<file path="src/rtl/fifo_drain_pkg.sv">
`default_nettype none
// ============================================================================
// Module      : fifo_drain_pkg
// Description : Shared types and helpers for the FIFO drain arbiter. Holds
//               the arbiter state encoding, the round-robin successor
//               function and the burst counter width helper.
// Revision    : 1.0 - initial release
// ============================================================================
package fifo_drain_pkg;

    // Upper bound on the number of streams the round-robin helper can scan.
    localparam int C_MAX_FLUX   = 32;
    // Width of the optional per-stream pop statistics counters.
    localparam int C_STAT_WIDTH = 16;

    typedef enum logic [0:0] {
        IDLE = 1'b0,
        HOLD = 1'b1
    } state_t;

    // Burst counter width: must be able to hold the value BURST itself.
    function automatic int unsigned cnt_width(input int unsigned burst);
        return $clog2(burst + 1);
    endfunction

    // First set bit of mask strictly after 'last', wrapping modulo 'flux'.
    // When nothing is set the function returns 'last'; callers qualify the
    // result with a separate any-eligible test. Scanning from the far end
    // toward last+1 lets the nearest candidate overwrite the result without
    // needing an early exit.
    function automatic int unsigned rr_next(
        input logic [C_MAX_FLUX-1:0] mask,
        input int unsigned           last,
        input int unsigned           flux
    );
        int unsigned idx;
        logic [4:0]  sel;
        rr_next = last;
        for (int i = C_MAX_FLUX; i >= 1; i--) begin
            if (i <= int'(flux)) begin
                idx = last + i;
                if (idx >= flux) begin
                    idx = idx - flux;
                end
                sel = idx[4:0];
                if (mask[sel]) begin
                    rr_next = idx;
                end
            end
        end
    endfunction

endpackage
`default_nettype wire

</file>
<file path="src/rtl/fifo_drain_arbiter_outreg.sv">
`default_nettype none
// ============================================================================
// Module      : fifo_drain_outreg
// Description : Output register stage of the drain arbiter. Captures the
//               popped show-ahead word into a valid/ready stream and checks
//               the FIFO tag field against the granted stream.
// Ports       : clk, rst (async, active low)
//               pop, pop_tag, pop_dout  - pop strobe, granted index, FIFO word
//               m_valid/m_ready/m_data/m_tag - downstream stream
//               tag_err (sticky), tag_err_clr (sync clear, set wins)
// Revision    : 1.0 - initial release
// ============================================================================
module fifo_drain_outreg
    import fifo_drain_pkg::*;
#(
    parameter int DATA_WIDTH = 8,
    parameter int TAG_WIDTH  = 1
) (
    input  logic                          clk,
    input  logic                          rst,
    input  logic                          pop,
    input  logic [TAG_WIDTH-1:0]          pop_tag,
    input  logic [TAG_WIDTH+DATA_WIDTH-1:0] pop_dout,
    input  logic                          m_ready,
    output logic                          m_valid,
    output logic [DATA_WIDTH-1:0]         m_data,
    output logic [TAG_WIDTH-1:0]          m_tag,
    output logic                          tag_err,
    input  logic                          tag_err_clr
);

    logic w_tag_bad;

    assign w_tag_bad = pop && (pop_dout[TAG_WIDTH+DATA_WIDTH-1 -: TAG_WIDTH] != pop_tag);

    always_ff @(posedge clk or negedge rst) begin
        if (!rst) begin
            m_valid <= 1'b0;
            m_data  <= '0;
            m_tag   <= '0;
            tag_err <= 1'b0;
        end else begin
            // A pop always refills the slot; the arbiter only pops when the
            // slot is empty or being drained this cycle.
            if (pop) begin
                m_valid <= 1'b1;
                m_data  <= pop_dout[DATA_WIDTH-1:0];
                m_tag   <= pop_tag;
            end else if (m_ready) begin
                m_valid <= 1'b0;
            end

            // Tag mismatch is flagged but the word is still forwarded under
            // the granted index. A new error outranks a clear.
            if (w_tag_bad) begin
                tag_err <= 1'b1;
            end else if (tag_err_clr) begin
                tag_err <= 1'b0;
            end
        end
    end

endmodule
`default_nettype wire

</file>
<file path="src/rtl/fifo_drain_arbiter.sv">
`default_nettype none
// ============================================================================
// Module      : fifo_drain_arbiter
// Description : Read-side consumer of the multi-stream tagged FIFO. Picks a
//               stream by weighted round-robin (hold a stream for up to
//               BURST consecutive reads), issues a one-hot read strobe and
//               registers the show-ahead word into a valid/ready stream.
// Ports       : clk, rst (async, active low)
//               fifo_empty[FLUX], fifo_dout{tag,data}, fifo_read[FLUX]
//               flux_en[FLUX] - per-stream service enable
//               m_valid, m_ready, m_data, m_tag - downstream stream
//               tag_err, tag_err_clr - sticky tag mismatch flag
//               stat_clr, stat_cnt[FLUX] - only with FIFO_DRAIN_STATS_EN
// Options     : `define FIFO_DRAIN_STATS_EN adds saturating per-stream pop
//               counters.
// Revision    : 1.0 - initial release
// ============================================================================
module fifo_drain_arbiter
    import fifo_drain_pkg::*;
#(
    parameter  int DATA_WIDTH = 8,
    parameter  int FLUX       = 2,
    parameter  int BURST      = 4,
    localparam int TAG_WIDTH  = $clog2(FLUX)
) (
    input  logic                            clk,
    input  logic                            rst,
    input  logic [FLUX-1:0]                 fifo_empty,
    input  logic [TAG_WIDTH+DATA_WIDTH-1:0] fifo_dout,
    output logic [FLUX-1:0]                 fifo_read,
    input  logic [FLUX-1:0]                 flux_en,
    output logic                            m_valid,
    input  logic                            m_ready,
    output logic [DATA_WIDTH-1:0]           m_data,
    output logic [TAG_WIDTH-1:0]            m_tag,
    output logic                            tag_err,
`ifdef FIFO_DRAIN_STATS_EN
    input  logic                            tag_err_clr,
    input  logic                            stat_clr,
    output logic [C_STAT_WIDTH-1:0]         stat_cnt [FLUX]
`else
    input  logic                            tag_err_clr
`endif
);

    localparam int CW = cnt_width(BURST);

    state_t               r_state, w_state_nxt;
    logic [TAG_WIDTH-1:0] r_cur, w_cur_nxt;
    logic [TAG_WIDTH-1:0] r_last, w_last_nxt;
    logic [CW-1:0]        r_cnt, w_cnt_nxt;
    logic [TAG_WIDTH-1:0] w_pick;
    logic [TAG_WIDTH-1:0] w_pop_idx;
    logic [FLUX-1:0]      w_elig;
    logic                 w_can_take;
    logic                 w_pop;

    assign w_elig     = ~fifo_empty & flux_en;
    assign w_can_take = ~m_valid | m_ready;
    assign w_pick     = TAG_WIDTH'(rr_next(C_MAX_FLUX'(w_elig), 32'(r_last), FLUX));

    // 'last' resets to the highest index so the first scan after reset
    // starts at stream 0.
    always_ff @(posedge clk or negedge rst) begin
        if (!rst) begin
            r_state <= IDLE;
            r_cur   <= '0;
            r_last  <= TAG_WIDTH'(FLUX - 1);
            r_cnt   <= '0;
        end else begin
            r_state <= w_state_nxt;
            r_cur   <= w_cur_nxt;
            r_last  <= w_last_nxt;
            r_cnt   <= w_cnt_nxt;
        end
    end

    always_comb begin
        w_state_nxt = r_state;
        w_cur_nxt   = r_cur;
        w_last_nxt  = r_last;
        w_cnt_nxt   = r_cnt;
        w_pop       = 1'b0;
        w_pop_idx   = r_cur;
        case (r_state)
            IDLE: begin
                if ((|w_elig) && w_can_take) begin
                    w_pop     = 1'b1;
                    w_pop_idx = w_pick;
                    w_cur_nxt = w_pick;
                    w_cnt_nxt = CW'(1);
                    if (BURST == 1) begin
                        w_last_nxt  = w_pick;
                    end else begin
                        w_state_nxt = HOLD;
                    end
                end
            end
            HOLD: begin
                // Losing eligibility ends the burst with no pop this cycle;
                // the next stream is chosen from IDLE on the following cycle.
                if (!w_elig[r_cur]) begin
                    w_last_nxt  = r_cur;
                    w_state_nxt = IDLE;
                end else if (w_can_take) begin
                    w_pop     = 1'b1;
                    w_pop_idx = r_cur;
                    w_cnt_nxt = r_cnt + CW'(1);
                    if (r_cnt + CW'(1) == CW'(BURST)) begin
                        w_last_nxt  = r_cur;
                        w_state_nxt = IDLE;
                    end
                end
            end
            default: begin
                w_state_nxt = IDLE;
            end
        endcase
    end

    // Strobe is gated by reset directly so it drops the instant rst falls.
    always_comb begin
        fifo_read = '0;
        if (w_pop && rst) begin
            fifo_read[w_pop_idx] = 1'b1;
        end
    end

    fifo_drain_outreg #(
        .DATA_WIDTH (DATA_WIDTH),
        .TAG_WIDTH  (TAG_WIDTH)
    ) u_outreg (
        .clk         (clk),
        .rst         (rst),
        .pop         (w_pop),
        .pop_tag     (w_pop_idx),
        .pop_dout    (fifo_dout),
        .m_ready     (m_ready),
        .m_valid     (m_valid),
        .m_data      (m_data),
        .m_tag       (m_tag),
        .tag_err     (tag_err),
        .tag_err_clr (tag_err_clr)
    );

`ifdef FIFO_DRAIN_STATS_EN
    generate
        for (genvar g = 0; g < FLUX; g++) begin : g_stat
            always_ff @(posedge clk or negedge rst) begin
                if (!rst) begin
                    stat_cnt[g] <= '0;
                end else if (stat_clr) begin
                    // A pop coinciding with the clear is counted.
                    stat_cnt[g] <= fifo_read[g] ? C_STAT_WIDTH'(1) : '0;
                end else if (fifo_read[g] && (stat_cnt[g] != '1)) begin
                    stat_cnt[g] <= stat_cnt[g] + C_STAT_WIDTH'(1);
                end
            end
        end
    endgenerate
`endif

endmodule
`default_nettype wire

</file>
<file path="config.mk">
export PLATFORM = sky130hd
export DESIGN_NAME = fifo_drain_arbiter
export DESIGN_NICKNAME = d
export VERILOG_FILES = /design/src/rtl/fifo_drain_pkg.sv /design/src/rtl/fifo_drain_arbiter_outreg.sv /design/src/rtl/fifo_drain_arbiter.sv
export SDC_FILE = /design/constraint.sdc
export NUM_CORES = 1
export LEC_CHECK = 0
export CAP_MARGIN = 15
export CORE_MARGIN = 2
export CORE_UTILIZATION = 39
export CTS_CLUSTER_DIAMETER = 100
export DETAILED_ROUTE_END_ITERATION = 10
export PLACE_DENSITY = 0.84
export SYNTH_ARGS = -nofsm -noshare
export SYNTH_HDL_FRONTEND = slang
export SYNTH_SLANG_ARGS = --single-unit
</file>
<file path="constraint.sdc">
create_clock -name clk -period 1.7 [get_ports clk]
set_input_delay 0.17 -clock clk [delete_from_list [all_inputs] [get_ports clk]]
set_output_delay 0.17 -clock clk [all_outputs]
set_load 0.02 [all_outputs]
</file>
After elaboration in Yosys (flattened, before gate mapping). Index checks and enable logic that the tools add are counted.

Bitwise gates (word level): 5. Reductions and logical operators: 9. Shifts and indexed selects: 0. $mul: 0. Multiplexer cells: 34. Divide/modulo/power cells: 0. $lt $le $gt $ge: 7. Add/sub/neg operators: 5. Equal/unequal tests: 7.

Operators with widths (count): 1-bit two-way mux (21); 5-bit by 6-bit less-than comparator with 1-bit output, second input constant (2); 1-bit binary-select mux with 5-bit select (2); 5-bit two-way mux (2); 3-bit two-way mux (3); 2-bit by 1-bit inequality test with 1-bit output, second input constant (3); 1-bit case mux with 2 select lines (3); 3-bit case mux with 2 select lines (1); 3-bit AND reduction (2); 1-bit logical AND (4); 1-bit by 2-bit less-than comparator with 1-bit output, second input constant (2); 2-bit inequality test, second input constant (2); 2-bit nonzero test (2); 3-bit by 2-bit subtractor with 4-bit output, second input constant (1); 1-bit by 2-bit adder with 3-bit output, second input constant (1); 3-bit by 1-bit adder with 3-bit output, second input constant (1); 3-bit equality test, second input constant (1); 3-bit by 2-bit >= comparator with 1-bit output, second input constant (1); 2-bit by 2-bit subtractor with 3-bit output, second input constant (1); 1-bit by 1-bit adder with 2-bit output, second input constant (1); 2-bit AND (1); 2-bit >= comparator, second input constant (1); 2-bit two-way mux (1); 1-bit NOT (2); other kinds (6) (6).

Memory bits (read-only): 0. Bits in latches: 0. Input bits: 17. Logic and storage cells: 75. Memories kept: 0. Output and inout port bits: 13. Register bits: 17. Bits in writable memories: 0.

Depth between registers and ports, before layout. Gate-level depths: netlist of run 1.

Depth after elaboration: 14. Depth in mapped cells: 6. Depth with buffers taken out: 6.

Hierarchy. From an unflattened synthesis of run 1, not the netlist that was laid out.

Cells, all modules: 74. Area, all modules: 897.1 sq um.

Modules (own cells, without submodules): fifo_drain_outreg (times used 1, seq. area each 275.3 sq um, area an instance 452.9 sq um, cells an instance 26); fifo_drain_arbiter (times used 1, seq. area each 151.4 sq um, area an instance 444.2 sq um, cells an instance 48).

Worst setup path before layout of run 1. OpenSTA, ideal clock, no wires.

Path type: flip-flop to output port. From: reg r_cur. To: out fifo_read[0]. Arrival time: 1.752 ns. Stages on the path, launching flop included: 5. Setup slack: -0.222 ns. Path buffers: 1. Required time: 1.530 ns. Cells stage by stage: dfrtp_1 -> mux2_4 -> a211o_4 -> buf_6 -> nor3b_1.

Cells in the longest elaborated chain, start to end: 7. Elaborated cells between the ends (all ways): 13. Classes of those cells: order compare: 2; mux: 9; reduce/logical: 2.

RTL lines: start, declared (RTL line fifo_drain_arbiter.sv:49) `logic [TAG_WIDTH-1:0] r_cur, w_cur_nxt;`; start signal, assigned (RTL line fifo_drain_arbiter.sv:72) `r_cur <= w_cur_nxt;`; 1-bit two-way mux; 1-bit case mux with 2 select lines (RTL line fifo_drain_arbiter.sv:85) `case (r_state)`; 1-bit by 2-bit less-than comparator with 1-bit output (not written as such) / 1-bit >= comparator (equally long branches) (RTL line fifo_drain_arbiter.sv:125) `fifo_read[w_pop_idx] = 1'b1;`; 1-bit logical AND (not written as such) (RTL line fifo_drain_arbiter.sv:125); 1-bit two-way mux (not written as such) (RTL line fifo_drain_arbiter.sv:125); 1-bit demux with 1-bit select (RTL line fifo_drain_arbiter.sv:125); 2-bit two-way mux (*) (RTL line fifo_drain_arbiter.sv:124) `if (w_pop && rst) begin`; end, declared (RTL line fifo_drain_arbiter.sv:30) `output logic [FLUX-1:0] fifo_read,`.

Mark *: on every way between the ends. The rest lies on a longest branch, timed or not. The select of a mux whose other input is x is not followed.

Worst setup path in the final report of run 1.
From: reg u_outreg.m_valid. To: out fifo_read[0].

Cells in the longest elaborated chain, start to end: 10. Elaborated cells between the ends (all ways): 16. Classes of those cells: order compare: 2; mux: 9; bitwise: 2; reduce/logical: 3.

RTL lines: start, declared (RTL line fifo_drain_arbiter_outreg.sv:25) `output logic m_valid,`; start signal, assigned (RTL line fifo_drain_arbiter_outreg.sv:38) `m_valid <= 1'b0;`; start signal, assigned (RTL line fifo_drain_arbiter_outreg.sv:46) `m_valid <= 1'b1;`; start signal, assigned (RTL line fifo_drain_arbiter_outreg.sv:50) `m_valid <= 1'b0;`; 1-bit NOT (*) (RTL line fifo_drain_arbiter.sv:59) `assign w_can_take = ~m_valid | m_ready;`; 1-bit OR (*) (RTL line fifo_drain_arbiter.sv:59); 1-bit logical AND (*) (RTL line fifo_drain_arbiter.sv:87) `if ((|w_elig) && w_can_take) begin`; 1-bit two-way mux (*); 1-bit case mux with 2 select lines (*) (RTL line fifo_drain_arbiter.sv:85); named net u_outreg.pop_tag (RTL line fifo_drain_arbiter_outreg.sv:22) `input logic [TAG_WIDTH-1:0] pop_tag,`; 1-bit by 2-bit less-than comparator with 1-bit output (not written as such) / 1-bit >= comparator (equally long branches) (RTL line fifo_drain_arbiter.sv:125); 1-bit logical AND (not written as such) (RTL line fifo_drain_arbiter.sv:125); 1-bit two-way mux (not written as such) (RTL line fifo_drain_arbiter.sv:125); 1-bit demux with 1-bit select (*) (RTL line fifo_drain_arbiter.sv:125); 2-bit two-way mux (*) (RTL line fifo_drain_arbiter.sv:124).

The timed path passes the listed nets; every way through them passes the cells marked *.

==> results of run 1 <==
## sequential cells by signal, indices dropped and copies added, names as in the netlist
name              flops
u_outreg.m_tag        1
r_cnt                 3
u_outreg.m_data       8
u_outreg.m_valid      1
r_cur                 1
r_state               1
u_outreg.tag_err      1
r_last                1
## cell type report
class / instances / share of cell area
Timing Repair Buffer: 48 / 0.3261
Multi-Input combinational cell: 47 / 0.3152
Sequential cell: 17 / 0.3097
Tap cell: 27 / 0.02452
Clock buffer: 4 / 0.01907
Inverter: 2 / 0.005450
## cells in the mapped netlist (all sizes together), types with 2 or more instances
cell | count | area, sq um
inv | 2 | 7.510
mux2 | 10 | 138.9
o21ai | 3 | 15.01
dfrtp | 16 | 400.4
a21oi | 3 | 15.01
nand3 | 3 | 15.01
nor2 | 2 | 7.510
nand2 | 2 | 7.510
nor3b | 2 | 15.01
ha | 2 | 25.02
nand2b | 4 | 40.04
## cell families after synthesis
| logic type | count (synthesis) | share of synthesized area |
|---|---|---|
| and+or+nand+nor | 20 | 0.1521 |
| AOI/OAI and AO/OA | 12 | 0.09943 |
| muxes | 11 | 0.1740 |
| adders and majority gates | 2 | 0.02924 |
| xor gates and xnor gates | 2 | 0.02047 |
| buffers and inverters | 4 | 0.02631 |
| DFF | 17 | 0.4985 |
## metal layers
layer,wire length (microns),vias to the layer above
met4,77,0
met3,112,8
li1,-,340
met1,798,331
met2,1082,30
met5,0,-
## worst max-delay path by stage
stage                    to  slack [ps]
2_1_floorplan  fifo_read[0]          10
3_3_place_gp   fifo_read[0]        -630
3_5_place_dp   fifo_read[0]        -700
4_1_cts        fifo_read[0]        -230
5_1_grt        fifo_read[0]        -290
6_report       fifo_read[0]        -240
## cells in the final DEF, fill, tap and decap left out, types with 2 or more instances in the layout
cell / n
clkdlybuf4s50_1: 26
buf_4: 17
dfrtp_1: 16
mux2_4: 7
nand3_1: 3
a21oi_1: 3
clkbuf_4: 3
buf_6: 3
nand2b_4: 2
nor2_1: 2
nand2b_1: 2
o21ai_0: 2
nand2_1: 2
inv_1: 2
mux2_2: 2
ha_1: 2
## worst max-delay path, cell delays in order (launching register included)
cell,delay (ps)
dfrtp_1,400
nor2b_4,130
or3_1,310
o22a_2,270
nor3b_4,230
buf_6,150
## what timing repair did
item / 4_1_cts / 5_1_grt
pin swaps: 2 / 2
endpoints found under the setup margin: 10 / 6
gates resized for setup: 16 / 4
buffers inserted: 2 / 2
## where the power goes
part           leakage (uW)  switching (uW)  total, uW  internal [uW]
Sequential         0.000203            93.1        643            549
Combinational      0.000442             385        915            530
Clock             0.0000150             125        216           91.3
## metrics by stage
| step | cells | util |
|---|---|---|
| 6_report | 145 | 0.6813 |
| 5_1_grt | 145 | 0.6813 |
| 4_1_cts | 143 | 0.6652 |
| 3_5_place_dp | 137 | 0.6374 |
| 3_3_place_gp | 137 | 0.6374 |
| 2_1_floorplan | 68 | - |
==> key figures, run 1 <==
GRT
  • Total gr overflow: 0
  • Overall Global Routing Usage: 0.1760
  • Initial antenna violation count: 0
  • GR met1 Demand/Resource: 0.1853
  • Pin count of the biggest net entering global routing: 14
  • Global-route wire length before repair: 3.270 mm
  • Met3 Use GR: 0.03801
  • Vias in the first global route: ~740
  • GRT Max-Usage Layer: met2
  • GR Layer Usage met2: 0.3136

Setup path
  • Reg2reg start: u_outreg.m_valid
  • WS Path Type: register to output pin
  • CP Launch Type: register
  • R2r setup slk: -150 ps
  • CP max FO: 3
  • Crit. End Element: output pin
  • RR Endpoint: u_outreg.m_tag
  • Worst Path Required: between 1500 and 2000 ps
  • Critical Path Source: u_outreg.m_valid
  • Reg2Reg Depth: 7
  • WP data arrival: roughly 1800 ps

Clocking
  • H-tree levels: 1
  • Number of CTS-inserted buffers: 3
  • CTS tree: built
  • Clk root buf: clkbuf_4
  • CTS Hold Bufs: 0
  • Clock insertion delay at the later pin of the skew report: 290 ps
  • Clock sink total: 17
  • Clk buf depth: 2
  • Clock-pin slew on the worst setup and hold paths: ~100 ps

STA
  • Fin worst setup slack: -235.8 ps
  • Hold slack: ~280 ps
  • Setup_tns: -683.5 ps
  • Fin. max-slew vios: 0
  • Share of the clock period used by the worst path: 1.139
  • Slew Limit Headroom: 0.8243
  • Crit path time final: slightly below 2000 ps
  • Fmax: 0.5166 GHz
  • Final setup viols: 4
  • RSZ-0062 raised after global routing: yes
  • Slew @ Worst Pin: approximately 260 ps
  • Layout Skew: approximately 6.0 ps
  • Hold Fails Final Rpt: 0

Synthesis
  • Post-synthesis sequential area ratio: 0.4985
  • Post-synth ARST share: 1.000
  • Synth unique cells: 34
  • Post-Synthesis Cells: between 60 and 70
  • Synth Net Count: between 80 and 90
  • Netlist Area Pre-Place: 855.8 sq um
  • Ys Warns: 0
  • FF+latch count, synth: 17
  • Number of enable flip-flop cells after synthesis: 0
  • Syn_area_per_cell: around 13 sq um
  • Primary FF master, synth: dfrtp_1

Floorplan
  • Rows: 16
  • Die area: around 2600 sq um
  • Initial core utilization: 0.4233
  • Core ar.: a little over 2000 sq um
  • Io pins: 30
  • Die Y: 50.85 microns
  • Die Wd: a little over 50 microns

Route
  • Initial DRC Count: 22
  • ANT nets after route: 0
  • DR pass1 iterations: 4
  • DR DRC count: 0
  • Total wire length: about 2.1 mm
  • Vias per cell: around 5
  • Wire per inst: approximately 14 microns
  • Vias: between 700 and 800

Place
  • Post-Place Worst Slack: -698.9 ps
  • Detail Placement HPWL: roughly 1.5 mm
  • I/O Buffers: 29
  • Gpl congestion: roughly 0.8
  • Placed cell area: roughly 1300 sq um

Pwr
  • PD cells: 1287 nW/um^2
  • Overall power: roughly 1800 uW
  • Pleak: between 0.0006 and 0.0007 uW
  • Worst VDD drop: around 0.78 mV

Cells and area
  • Design Area, Final: ~1400 sq um
  • Final net count: 138
  • Reg area: between 400 and 500 sq um
  • Multi-input gate area: around 430 sq um
  • Ant. Diodes: 0
  • Share of cells above drive strength 1: 0.3559
  • Layout fillers: between 150 and 200
  • Area Growth Syn to Fin: 60.96%

Outcome
  • Failing checks: negative setup slack
  • Run status: complete, but fails checks

Min path
  • Hold WC Path Type: input pin to asynchronous set/reset pin

Run
  • Max Cap Viol: 0
No activity file was read; power rests on OpenSTA's default activity.
==> run 2: changes to the inputs <==
Settings changed: CORE_UTILIZATION 39 to 41, CTS_BUF_LIST set to sky130_fd_sc_hd__clkbuf_8, PLACE_DENSITY 0.84 to 0.87.
==> run 2 against run 1 <==
Effect of this change: the run still ends with negative setup slack left; clock-buffer cell count is 1 lower; setup slack better by 81 ps; cell area is 1.7% lower; non-clock buffer count is 4 lower; largest power group unchanged; critical path type unchanged; critical path depth is 1 lower; global-route usage is 0.20 points higher; utilization is 0.87 points higher.
==> key figures, run 2 (synthesized netlist as in run 1, its figures left out) <==
STA
  • Slew @ Worst Pin: between 200 and 250 ps
  • Fin. max-slew vios: 0
  • Hold Fails Final Rpt: 0
  • Final setup viols: 2
  • Slew Limit Headroom: 0.8535
  • Crit path time final: about 1900 ps
  • RSZ-0062 raised after global routing: yes
  • Fmax: about 0.54 GHz
  • Layout Skew: between 4 and 5 ps
  • Share of the clock period used by the worst path: 1.091
  • Fin worst setup slack: -154.7 ps

Clocking
  • Clock sink total: 17
  • CTS tree: built
  • Clk buf depth: 2
  • Number of CTS-inserted buffers: 3
  • Clock insertion delay at the later pin of the skew report: 260 ps
  • Clk root buf: clkbuf_8
  • Clock-pin slew on the worst setup and hold paths: 70 ps
  • H-tree levels: 1

Route
  • Total wire length: roughly 2.1 mm
  • Wire per inst: roughly 15 microns
  • DR pass1 iterations: 2
  • DR DRC count: 0
  • Initial DRC Count: 5
  • Vias per cell: a little over 5
  • ANT nets after route: 0
  • Vias: slightly above 700

Pwr
  • Pleak: approximately 0.00064 uW
  • Worst VDD drop: about 0.8 mV
  • PD cells: roughly 1300 nW/um^2

GRT
  • Overall Global Routing Usage: 0.1779
  • Initial antenna violation count: 0
  • Vias in the first global route: around 710
  • Total gr overflow: 0
  • Global-route wire length before repair: between 3 and 4 mm
  • Pin count of the biggest net entering global routing: 14

Place
  • Gpl congestion: ~0.8
  • Detail Placement HPWL: 1.591 mm
  • Post-Place Worst Slack: -662.1 ps
  • Dpl cells: 134
  • I/O Buffers: 29

Cells and area
  • Commonest non-fill, non-tap cell in the layout: clkdlybuf4s50_1
  • Biggest regs: u_outreg.m_data: 8 flops, r_cnt: 3 flops
  • Final net count: 134
  • Most flops, register: u_outreg.m_data
  • Share of cells above drive strength 1: 0.3333
  • Commonest cells after routing, fill and taps aside: 23 x clkdlybuf4s50_1, 16 x dfrtp_1, 14 x buf_4, 7 x mux2_4, 4 x dlygate4sd2_1
  • Final Non-Filler Cells: 141
  • Fin util: 0.6901
  • Area Growth Syn to Fin: 58.19%
  • Ant. Diodes: 0
  • Number of flip-flops under the largest register name: 8

Floorplan
  • Die Wd: around 50 microns
  • Initial core utilization: 0.4362
  • Core ar.: 1962 sq um
  • Die area: about 2500 sq um
  • Io pins: 30
  • Rows: 16
  • Die Y: 49.69 microns

Setup path
  • Reg2Reg Depth: 5
  • CP max FO: 2
  • Crit. End Element: output pin
  • CP Launch Type: register
  • WS Path Type: register to output pin
  • WP data arrival: between 1500 and 2000 ps
  • Worst Path Required: between 1500 and 2000 ps

Run
  • Max Cap Viol: 0

Outcome
  • Run status: complete, but fails checks
  • Failing checks: negative setup slack

Min path
  • Hold WC Path Type: input pin to asynchronous set/reset pin
-- run 2: cell count changes in the layout (fill, tap and decap cells not counted), sizes merged --
| cell | change |
|---|---|
| buf | -4 |
| dlygate4sd2 | +4 |
| clkdlybuf4s50 | -3 |
| clkbuf | -1 |
| clkinv | +1 |
| dlymetal6s2s | -1 |
-- run 2: final timing paths --
kind / start / end / slack (ps)
max: r_cur / fifo_read[0] / -150
min: rst / r_state / 300
max reg2reg: r_cur / r_cnt[2] / 20
min reg2reg: u_outreg.m_data[1] / u_outreg.m_data[1] / 510
max in group asynchronous: rst / r_last / 1200
min in group clk: tag_err_clr / u_outreg.tag_err / 490
-- run 2: worst max-delay path, stage by stage, from the launching register on --
cell	delay (ps)
dfrtp_1	410
mux2_4	320
a211o_4	350
nor3b_4	210
buf_6	140
-- run 2: where the power goes --
part           switching [uW]  internal, uW
Clock                     146           163
Combinational             373           478
Sequential               93.5           551
-- run 2: layout make-up --
type,count,area [sq um]
well taps,27,33.78
clock inverters,1,5.005
clock buffers,3,41.29
repair buffers,44,412.9
multi-input cells,47,426.7
inverters,2,7.507
flip-flops and latches,17,426.7
fillers,156,608.1
-- run 2: routing by layer --
metal,track usage,routed length [microns],vias to the layer above,share of wire
met2,0.3289,1177,19,0.56
li1,-,-,332,-
met5,0,0,-,0
met3,0.03333,72,5,0.034
met4,0.1111,52,0,0.025
met1,0.1813,813,353,0.38
-- run 2: through the flow --
stage	cell area, sq um	power [uW]	setup TNS, ps	hold WS (ps)
detailed placement	1266	1474	-5000	492.5
finish	1354	1804	-305.6	298.0
CTS	1336	1799	-288.9	291.7
global placement	1266	1430	-4484	479.0
global route	1354	1901	-448.2	323.8
floorplan	867.1	1083	0	-125.6
-- run 2: repair_timing --
| action | in CTS | in global routing |
|---|---|---|
| hold buffers | 0 | 0 |
| pin swaps | 4 | 2 |
| endpoints found under the setup margin | 12 | 3 |
| gates resized for setup | 19 | 3 |
| buffers inserted | 2 | 1 |
==> run 3: changes to the inputs <==
Settings changed: CORE_UTILIZATION 41 to 35, PLACE_DENSITY 0.87 to 0.77.
==> run 3 against run 2 <==
Effect of this change: the flow still finishes with violations (negative setup slack); utilization fell by 5.2 points; sequential power barely moved; combinational power rose by 13%; clock-buffer cell count did not move; sequential share of layout area fell by 1.9 points; critical path depth rose by 2; worst hold slack improved by 44 ps; clock power fell by 6%; cell count rose by 3.5%; fmax fell by 3.7%; largest power group unchanged.
==> key figures, run 3 (synthesized netlist as in run 1, its figures left out) <==
Outcome
  • Run status: complete, but fails checks
  • Failing checks: negative setup slack

STA
  • Crit path time final: between 1500 and 2000 ps
  • Slew Limit Headroom: 0.8337
  • RSZ-0062 raised after global routing: yes
  • Fin worst setup slack: -226.6 ps
  • Final setup viols: 12
  • Hold Fails Final Rpt: 0
  • Fin. max-slew vios: 0
  • Fmax: slightly above 0.5 GHz
  • Layout Skew: about 0.84 ps
  • Slew @ Worst Pin: roughly 250 ps
  • Share of the clock period used by the worst path: 1.133

Route
  • DR pass1 iterations: 4
  • Top layer in use: met4
  • Total wire length: 2.103 mm
  • M1 WL: between 800 and 900 microns
  • Wire per inst: 14.40 microns
  • Wire length on met2: roughly 1.1 mm
  • ANT nets after route: 0
  • Vias: 714
  • Initial DRC Count: 9
  • Vias per cell: 4.890
  • Metal3 WL: around 96 microns
  • DR DRC count: 0

Pwr
  • Worst VDD drop: between 0.7 and 0.8 mV
  • Sw Pwr: 619.4 uW
  • Comb power frac: 0.507
  • Reg power frac: 0.339
  • Pleak: approximately 0.0007 uW
  • PD cells: roughly 1300 nW/um^2
  • Int Pwr: between 1000 and 1500 uW
  • Clock group share of total power: 0.154
  • Overall power: ~1900 uW
  • Switch share: 0.3274

Clocking
  • CTS tree: built
  • Clock-pin slew on the worst setup and hold paths: approximately 60 ps
  • Clk buf depth: 2
  • H-tree levels: 1
  • Clk root buf: clkbuf_8
  • CTS Hold Bufs: 0
  • Number of CTS-inserted buffers: 3
  • Clock sink total: 17
  • Clock insertion delay at the later pin of the skew report: ~250 ps

Place
  • Gpl congestion: approximately 0.83
  • I/O Buffers: 29
  • Detail Placement HPWL: 1.502 mm
  • Placed cell area: roughly 1300 sq um

Setup path
  • Reg2reg start: u_outreg.m_valid
  • WP data arrival: around 1800 ps
  • CP delay by family, top: simple AND/OR/NAND/NOR gates
  • Worst Path Required: between 1500 and 2000 ps
  • CP max FO: 2
  • CP max-delay cell: dfrtp_1
  • Worst path bufs/invs: 2
  • RR Endpoint: u_outreg.m_tag
  • R2r setup slk: -110 ps
  • WS Path Type: register to output pin
  • Most used cell, CP: buf_6
  • Reg2Reg Depth: 7
  • Cells along the critical path: nor2b_4, or3_1, o22a_1, buf_6, nor3b_4, buf_6
  • Number of cells on the critical path: 6
  • Slowest stage delay, CP: 380 ps
  • Crit. End Element: output pin
  • CP Launch Type: register

Cells and area
  • Final net count: 138
  • Area Growth Syn to Fin: 68.13%
  • Most flops, register: u_outreg.m_data
  • Design Area, Final: approximately 1400 sq um
  • Commonest non-fill, non-tap cell in the layout: clkdlybuf4s50_1
  • Multi-input gate area: 446.7 sq um
  • Reg area: around 430 sq um
  • Commonest cells after routing, fill and taps aside: 23 x clkdlybuf4s50_1, 16 x dfrtp_1, 13 x buf_4, 9 x mux2_4, 6 x buf_6
  • Biggest regs: u_outreg.m_data: 8 flops, r_cnt: 3 flops
  • Number of flip-flops under the largest register name: 8
  • Layout fillers: 176
  • Ant. Diodes: 0
  • Share of cells above drive strength 1: 0.3644

GRT
  • Overall Global Routing Usage: 0.1710
  • Total gr overflow: 0
  • Initial antenna violation count: 0
  • Global-route wire length before repair: 3.346 mm
  • Vias in the first global route: between 700 and 800
  • Pin count of the biggest net entering global routing: 12

Floorplan
  • Initial core utilization: 0.3796
  • Die Y: 53.45 microns
  • Die Wd: 53.45 microns
  • Rows: 17
  • Die area: about 2900 sq um
  • Io pins: 30
  • Core ar.: approximately 2300 sq um

Run
  • Max Cap Viol: 0

Min path
  • Hold WC Path Type: input pin to asynchronous set/reset pin
[run 3: cell count changes in the layout (fill, tap and decap cells not counted), sizes merged]
cell / previous run / this run
buf: 17 / 21
clkinv: 1 / 0
inv: 2 / 3
[run 3: worst reg2reg max path: cells and delay by family (launching register included)]
kind	cells	cell delay [ps]
AOI/OAI and AO/OA	1	250
DFF	1	380
buffers and inverters	3	370
and+or+nand+nor	2	450
muxes	1	260
[run 3: worst max-delay path by stage]
stage / from / endpoint / slack, ps
6_report: u_outreg.m_valid / fifo_read[0] / -230
2_1_floorplan: u_outreg.m_valid / fifo_read[0] / 10
3_5_place_dp: flux_en[0] / fifo_read[0] / -650
4_1_cts: u_outreg.m_valid / fifo_read[0] / -250
5_1_grt: u_outreg.m_valid / fifo_read[0] / -280
3_3_place_gp: flux_en[0] / fifo_read[0] / -630
[run 3: repair_timing]
item | CTS | global route
buffers inserted | 3 | 1
pin swaps | 6 | 3
resized for setup | 25 | 6
endpoints found under the setup margin | 12 | 14
gates cloned | 1 | 0
[run 3: layout make-up]
class / count / area share
clock buffers: 3 / 0.02870
clock inverters: 1 / 0.002609
inverters: 2 / 0.005217
multi-input cells: 47 / 0.3104
flip-flops and latches: 17 / 0.2965
well taps: 28 / 0.02435
repair buffers: 48 / 0.3322
[run 3: per-layer routing]
layer,vias up,track usage
met5,-,0
met4,0,0.09829
met3,6,0.04237
met2,20,0.3045
met1,347,0.1796
li1,341,-
[run 3: power groups by stage]
stage	clock network [uW]	registers (uW)	logic, uW
floorplan	0	753	329
global placement	0	636	805
detailed placement	0	646	827
CTS	302	642	919
global route	318	663	1030
finish	291	641	960
[run 3: metrics by stage]
stage / hold slack (ps) / utilization / TNS (ps) / instances / setup slack [ps]
2_1_floorplan: -125.6 / - / 0 / 68 / 13.47
5_1_grt: 371.1 / 0.6382 / -1207 / 146 / -281.4
4_1_cts: 349.5 / 0.6260 / -983.3 / 145 / -252.0
3_3_place_gp: 479.5 / 0.5721 / -4530 / 138 / -632.2
3_5_place_dp: 488.7 / 0.5721 / -4887 / 138 / -647.6
6_report: 342.5 / 0.6382 / -726.6 / 146 / -226.6
